File: config.mk
export PLATFORM = sky130hd
export DESIGN_NAME = fetch_sequencer
export DESIGN_NICKNAME = d
export VERILOG_FILES = /design/src/rtl/cpu_isa_pkg.sv /design/src/rtl/fetch_sequencer.sv
export SDC_FILE = /design/constraint.sdc
export NUM_CORES = 1
export LEC_CHECK = 0
export ABC_AREA = 1
export ABC_CLOCK_PERIOD_IN_PS = 2000
export CAP_MARGIN = 20
export CORE_MARGIN = 3
export CORE_UTILIZATION = 40
export CTS_BUF_LIST = sky130_fd_sc_hd__clkbuf_4
export DETAILED_ROUTE_END_ITERATION = 7
export GPL_ROUTABILITY_DRIVEN = 0
export PLACE_DENSITY = 0.71
export SYNTH_ARGS = -nofsm -noshare
export SYNTH_HDL_FRONTEND = slang
export SYNTH_SLANG_ARGS = --single-unit
File: constraint.sdc
create_clock -name clk -period 2 [get_ports clk]
set_input_delay 0.6 -clock clk [delete_from_list [all_inputs] [get_ports clk]]
set_output_delay 0.6 -clock clk [all_outputs]
set_load 0.02 [all_outputs]
File: src/rtl/cpu_isa_pkg.sv
// Shared ISA definitions for the fetch sequencer and the decoder: opcodes,
// instruction field positions and the fetch state encoding.
package cpu_isa_pkg;

    localparam int INSTR_W     = 9;
    localparam int OPCODE_MSB  = 8;
    localparam int OPCODE_LSB  = 4;
    localparam int OPERAND_MSB = 3;
    localparam int OPERAND_LSB = 0;

    localparam logic [4:0] OP_NOP  = 5'b00000;
    localparam logic [4:0] OP_SETI = 5'b00001;
    localparam logic [4:0] OP_ADD  = 5'b00010;
    localparam logic [4:0] OP_SUB  = 5'b00011;
    localparam logic [4:0] OP_JMP  = 5'b10000;
    localparam logic [4:0] OP_BEQ  = 5'b10001;
    localparam logic [4:0] OP_HALT = 5'b11010;

    typedef enum logic [1:0] {
        ST_IDLE   = 2'd0,
        ST_FETCH  = 2'd1,
        ST_HALTED = 2'd2
    } fetch_state_t;

    function automatic logic [4:0] opcode_of(input logic [INSTR_W-1:0] instr);
        return instr[OPCODE_MSB:OPCODE_LSB];
    endfunction

    function automatic logic [3:0] operand_of(input logic [INSTR_W-1:0] instr);
        return instr[OPERAND_MSB:OPERAND_LSB];
    endfunction

endpackage

File: src/rtl/fetch_sequencer.sv
// Instruction fetch sequencer: drives pc to an external ROM and registers the
// fetched instruction. Define FETCH_COUNT_EN to add the fetch_count output.
module fetch_sequencer
    import cpu_isa_pkg::*;
#(
    parameter logic [15:0] RESET_PC = 16'd1,
    parameter logic [4:0]  HALT_OP  = OP_HALT
) (
    input  logic                clk,
    input  logic                rst_n,
    input  logic                start,
    input  logic                stall,
    input  logic                redirect_valid,
    input  logic [15:0]         redirect_pc,
    input  logic [INSTR_W-1:0]  rom_instr,
    output logic [15:0]         pc,
    output logic                if_valid,
    output logic [INSTR_W-1:0]  if_instr,
    output logic [15:0]         if_pc,
    output logic                halted
`ifdef FETCH_COUNT_EN
    ,
    output logic [15:0]         fetch_count
`endif
);

    fetch_state_t       state_reg, state_next;
    logic [15:0]        pc_reg, pc_next;
    logic               valid_reg, valid_next;
    logic [INSTR_W-1:0] instr_reg, instr_next;
    logic [15:0]        if_pc_reg, if_pc_next;

    always_ff @(posedge clk or negedge rst_n) begin
        if (!rst_n) begin
            state_reg <= ST_IDLE;
            pc_reg    <= RESET_PC;
            valid_reg <= 1'b0;
            instr_reg <= '0;
            if_pc_reg <= '0;
        end else begin
            state_reg <= state_next;
            pc_reg    <= pc_next;
            valid_reg <= valid_next;
            instr_reg <= instr_next;
            if_pc_reg <= if_pc_next;
        end
    end

    always_comb begin
        state_next = state_reg;
        pc_next    = pc_reg;
        valid_next = valid_reg;
        instr_next = instr_reg;
        if_pc_next = if_pc_reg;
        case (state_reg)
            ST_IDLE: begin
                pc_next    = RESET_PC;
                valid_next = 1'b0;
                if (start) state_next = ST_FETCH;
            end
            ST_FETCH: begin
                // Redirect outranks both stall and halt detection.
                if (redirect_valid) begin
                    pc_next    = redirect_pc;
                    valid_next = 1'b0;
                end else if (!stall) begin
                    instr_next = rom_instr;
                    if_pc_next = pc_reg;
                    valid_next = 1'b1;
                    if (opcode_of(rom_instr) == HALT_OP) state_next = ST_HALTED;
                    else                                 pc_next    = pc_reg + 16'd1;
                end
            end
            ST_HALTED: begin
                if (start) begin
                    pc_next    = RESET_PC;
                    valid_next = 1'b0;
                    state_next = ST_FETCH;
                end else if (!stall) begin
                    valid_next = 1'b0;
                end
            end
            default: begin
                state_next = ST_IDLE;
                pc_next    = RESET_PC;
                valid_next = 1'b0;
            end
        endcase
    end

    assign pc       = pc_reg;
    assign if_valid = valid_reg;
    assign if_instr = instr_reg;
    assign if_pc    = if_pc_reg;
    assign halted   = (state_reg == ST_HALTED);

`ifdef FETCH_COUNT_EN
    logic [15:0] count_reg, count_next;

    // Start only clears the count when it is actually accepted (not in FETCH).
    always_comb begin
        count_next = count_reg;
        if (start && (state_reg != ST_FETCH))
            count_next = '0;
        else if (valid_reg && !stall && (count_reg != 16'hFFFF))
            count_next = count_reg + 16'd1;
    end

    always_ff @(posedge clk or negedge rst_n) begin
        if (!rst_n) count_reg <= '0;
        else        count_reg <= count_next;
    end

    assign fetch_count = count_reg;
`endif

endmodule
==> impl_metrics.yaml, run 1 <==
cts:
  path_clk_slew_ps: 140
  htreeDepth: 2
  cts.sinks: 44
  clock-root-buffer: "clkbuf_4"
  clock_latency_ps: 360
  clk_path_buf_depth: 2
  cts_tree: "yes"
  numCtsBuffers: 5
layout:
  num-nets-final: 425
  stdcell_area_um2: 3240
  n_antenna_cell: 0
  finish.utilization_pct: 61.2
  final_common_cell: "nand2_1"
  drive_above_1_share_pct: 10.6
  final_cell_mix: "nand2_1 (125), clkdlybuf4s50_1 (50), dfrtp_1 (43)"
  fillCellCount: 500
  area_growth_pct: 42.6
worst_setup_path:
  r2r_slack_ps: 310
  critPathCaptureType: "primary output"
  crit_path_start: "if_pc[7]$_DFFE_PN0P_"
  arrival_ps: 1340
  cp.depth: 1
  cp.required_ps: 1400
  worstSetupEndpoint: "if_pc[7]"
  reg2reg_to: "pc[14]$_DFFE_PN0P_"
  cpLargestDelayFamily: "buffers and inverters"
  cp_slowest_cell: "clkdlybuf4s50_1"
  path_buf_inv: 1
  cpPeakStageDelay_ps: 610
  crit_chain: "clkdlybuf4s50_1"
  critPathLaunchType: "flop"
  timing.rr.start: "pc[0]$_DFFE_PN1P_"
  crit_fanout: 2
  r2r_cells: 8
  crit_type: "reg -> out"
run_status:
  outcome: "finished, final reports clean"
sta:
  fin_worst_skew_ps: 19.0
  final_hold_viol_count: 0
  timing.hold.ws_ps: 286
  slew_viol_final: 0
  timing.final.ws_setup_ps: 57.6
  tightestPinTransition_ps: 549
  max_freq_ghz: 0.515
  min_period_over_period_pct: 97.1
  final.min_clock_period_ps: 1940
  rsz0062_at_grt: "false"
  relSlewSlack_pct: 63.4
  setup_viol_count_final: 0
power_and_ir_drop:
  leakage_uw: 0.00168
  cellPowerDensity_nw_per_um2: 1270
  p_total_uw: 4120
  ir_drop_v: 0.000563
floorplanning:
  ios: 73
  die_w_um: 81.4
  die_area_um2: 6630
  initial_core_util_pct: 42.9
  die_h_um: 81.4
  rows: 26
  core_area_um2: 5300
detailed_routing:
  routed_wl_um: 5930
  via_count: 2239
  ant_nets: 0
  dr.first_iter.drc_count: 116
  routed_via_density: 4.82
  dr.pass1.iters: 4
  wl_per_cell_um: 12.8
  drc_errors: 0
grt:
  grt_max_degree: 45
  grt_pass1_vias: 2042
  grt_pass1_wl_um: 9820
  antenna_found_initial: 0
  grt.overflow.total: 0
  track_usage_pct: 19.4
logic_synthesis:
  syn_area_um2: 2270
  synth_cells: 306
  ys_warn_count: 0
  seq_area_frac_synth_pct: 48.5
  synth_cell_types: 27
  ys_ff_latch: 44
  synth_edf_count: 0
  synthArstFlopShare_pct: 100
  synthFlopType: "dfrtp_1"
  avgSynthCellArea_um2: 7.43
  synth_fp_nets: 337
placement:
  hpwl_um: 4450
  post-place-ws_ps: -73.8
  io_buffers: 72
  place_area_um2: 3190
run:
  drv_cap: 0
hold_path:
  hold_path.class: "in -> async"
[kinds of logic after synthesis]
kind of cell / synth area share [%]
AOI/OAI and AO/OA: 6.93
xor gates and xnor gates: 1.93
adders and majority gates: 0.550
buffers and inverters: 6.49
DFF: 48.5
muxes: 0.440
and+or+nand+nor: 35.2
[area by class of cell]
cell class                      count  area (µm²)  share of cell area [%]
Inverter                           24        90.1                    2.78
Tap cell                           70        87.6                    2.70
Clock inverter                      3        13.8                   0.424
Sequential cell                    44        1100                    34.0
Clock buffer                        5        37.5                    1.16
Multi-Input combinational cell    229        1020                    31.6
Timing Repair Buffer               90         888                    27.4
[cell usage after synthesis, types with 4 or more instances]
cell type,count,area (µm²)
nand2_1,125,469
dfrtp_1,43,1080
nor2_1,34,128
inv_1,20,75.1
o21ai_1,19,95.1
nand3_1,17,85.1
nor2_2,7,43.8
o21ai_0,7,35.0
buf_2,4,20.0
inv_2,4,15.0
nand4_1,4,25.0
xor2_1,4,35.0
[layer usage]
metal	wire length (µm)	vias to the layer above	global-route usage, %
met2	2750	69	29.2
met1	2770	1029	28.0
li1	-	1133	-
met3	341	8	3.62
met4	67	0	6.42
met5	0	-	0
[how the worst min path moves through the flow]
stage                     cells after the start               startpoint                       to  slack [ps]
after global placement                        2  if_instr[2]$_DFFE_PN0P_  if_instr[2]$_DFFE_PN0P_         450
after global routing                          2                    rst_n        pc[3]$_DFFE_PN0P_         330
after detailed placement                      2     if_pc[1]$_DFFE_PN0P_     if_pc[1]$_DFFE_PN0P_         460
after floorplan                               0                    rst_n  if_instr[0]$_DFFE_PN0P_         300
after CTS                                     2                    rst_n        pc[7]$_DFFE_PN0P_         310
final                                         2                    rst_n        pc[3]$_DFFE_PN0P_         290
[per-stage QoR]
stage	cells	setup TNS (ps)
after floorplan	306	0
after global placement	457	0
after detailed placement	457	-542
after CTS	465	0
after global routing	465	0
final	465	0
[what timing repair did]
action                     in CTS  in global routing
gates resized for setup        14                  7
setup buffers                   0                  0
hold buffers                    0                  0
setup endpoints to repair      14                  7
pin swaps                       0                  0
[report_power, final]
group          internal, µW  switching [µW]  leakage [µW]
Combinational           922            1240       0.00111
Sequential             1240             305      0.000540
Clock                   129             285     0.0000324
Total                  2290            1830       0.00168
Note: power is estimated with default switching activity, not from simulation.
==> inputs of run 2 (changes only) <==
--- a/config.mk
+++ b/config.mk
@@ -8,12 +8,14 @@
 export ABC_AREA = 1
 export ABC_CLOCK_PERIOD_IN_PS = 2000
 export CAP_MARGIN = 20
+export CORE_ASPECT_RATIO = 0.5
 export CORE_MARGIN = 3
-export CORE_UTILIZATION = 40
+export CORE_UTILIZATION = 45
 export CTS_BUF_LIST = sky130_fd_sc_hd__clkbuf_4
 export DETAILED_ROUTE_END_ITERATION = 7
 export GPL_ROUTABILITY_DRIVEN = 0
-export PLACE_DENSITY = 0.71
+export HOLD_SLACK_MARGIN = 0.1
+export PLACE_DENSITY = 0.78
 export SYNTH_ARGS = -nofsm -noshare
 export SYNTH_HDL_FRONTEND = slang
 export SYNTH_SLANG_ARGS = --single-unit
==> run 2 against run 1 <==
Count of clock-buffer cells in the layout increased by 1; wire length fell by 1.4%; utilization rose by 7.5 points; design area down 1.8%; final cell count shrank 2.4%; via count decreased by 1.4%; combinational power decreased by 2%; sequential share of layout area is 0.69 points higher; non-clock buffer count fell by 6; hold slack got worse by 90 ps.
==> impl_metrics.yaml, run 2 (synthesized netlist as in run 1, its figures left out) <==
run_status:
  outcome: "finished, final reports clean"
cts:
  clock_latency_ps: 360
  path_clk_slew_ps: 140
  clock-root-buffer: "clkbuf_4"
  cts.sinks: 44
  cts_setup_buffers: 0
  cts_tree: "yes"
  htreeDepth: 2
  clk_path_buf_depth: 2
  post_cts_resized: 17
  numCtsBuffers: 5
  ctsHoldBuffers: 0
sta:
  slew_viol_final: 0
  setup_viol_count_final: 0
  final_hold_viol_count: 0
  relSlewSlack_pct: 63.7
  rsz0062_at_grt: "false"
  tightestPinTransition_ps: 545
  finalSetupTns_ps: 0
  timing.final.ws_setup_ps: 48.0
  fin_worst_skew_ps: 21.0
  final.min_clock_period_ps: 1950
  min_period_over_period_pct: 97.6
  max_freq_ghz: 0.512
detailed_routing:
  routed_wl_um: 5850
  routed_via_density: 4.86
  via_count: 2208
  wl_per_cell_um: 12.9
  dr.first_iter.drc_count: 128
  drc_errors: 0
  ant_nets: 0
  dr.pass1.iters: 4
worst_setup_path:
  cpPeakStageDelay_ps: 600
  crit_chain: "clkdlybuf4s50_1"
  critPathLaunchType: "flop"
  crit_type: "reg -> out"
  cpLargestDelayFamily: "buffers and inverters"
  cp_slowest_cell: "clkdlybuf4s50_1"
  crit_fanout: 2
  critPathCaptureType: "primary output"
  path_buf_inv: 1
  cp.required_ps: 1400
  arrival_ps: 1350
layout:
  area_growth_pct: 40.1
  final_cell_mix: "nand2_1 (125), clkdlybuf4s50_1 (52), dfrtp_1 (41)"
  final_common_cell: "nand2_1"
  n_antenna_cell: 0
  num-nets-final: 419
  drive_above_1_share_pct: 9.79
grt:
  grt_pass1_vias: 2090
  grt_pass1_wl_um: 9840
  grt.overflow.total: 0
  antenna_found_initial: 0
  track_usage_pct: 20.3
  grt_max_degree: 30
power_and_ir_drop:
  cellPowerDensity_nw_per_um2: 1290
  ir_drop_v: 0.000677
  leakage_uw: 0.00162
placement:
  hpwl_um: 4410
  io_buffers: 72
  post-place-ws_ps: 1.31
floorplanning:
  die_h_um: 56.3
  ios: 73
  initial_core_util_pct: 49.1
  die_w_um: 107
  die_area_um2: 6000
  rows: 17
  core_area_um2: 4640
hold_path:
  hold_path.class: "in -> async"
run:
  drv_cap: 0
[run 2: cell types whose count changed in the layout (fill, tap and decap cells not counted), moves of 2 or more]
cell and delta:
dfrtp_2 +2, buf_4 -6, dfrtp_1 -2, clkdlybuf4s50_1 +2, dlymetal6s2s_1 -3
[run 2: metal layers]
metal	vias to the layer above	part of all wire (%)	wire length (µm)	GRT usage, %
met5	-	0	0	0
met4	0	1.2	72	5.83
met3	9	4.9	287	3.90
met2	48	49	2860	34.6
met1	1031	45	2630	26.6
li1	1120	-	-	-
[run 2: where the power goes]
group          leakage (µW)  switching (µW)  internal, µW
registers          0.000537             320          1240
logic               0.00105            1210           900
clock network     0.0000315             282           144
[run 2: stage by stage]
stage	hold WS, ps	utilization [%]	total power [µW]	instances	area [µm²]
2_1_floorplan	304	-	2730	306	2270
3_3_place_gp	453	67.8	3730	447	3140
3_5_place_dp	458	67.8	3790	447	3140
4_1_cts	206	68.5	4130	454	3180
5_1_grt	232	68.7	4400	454	3190
6_report	196	68.7	4100	454	3190
[run 2: worst paths after layout]
check                                      from                   end  slack, ps  cells after the start
max                        if_pc[3]$_DFFE_PN0P_              if_pc[3]         50                      1
min                                       rst_n    pc[10]$_DFFE_PN0P_        200                      1
max reg2reg                   pc[0]$_DFFE_PN1P_    pc[14]$_DFFE_PN0P_        270                      8
min reg2reg                if_pc[8]$_DFFE_PN0P_  if_pc[8]$_DFFE_PN0P_        480                      2
max in group asynchronous                 rst_n     pc[0]$_DFFE_PN1P_       1210                      2
min in group clk           if_pc[8]$_DFFE_PN0P_  if_pc[8]$_DFFE_PN0P_        480                      2
[run 2: layout make-up]
cell class / instances / area [µm²]
fill: 422 / 1450
sequential: 44 / 1100
timing repair buffer: 84 / 835
tap: 66 / 82.6
multi-input combinational: 229 / 1020
clock inverter: 1 / 5.00
clock buffer: 6 / 45.0
inverter: 24 / 90.1
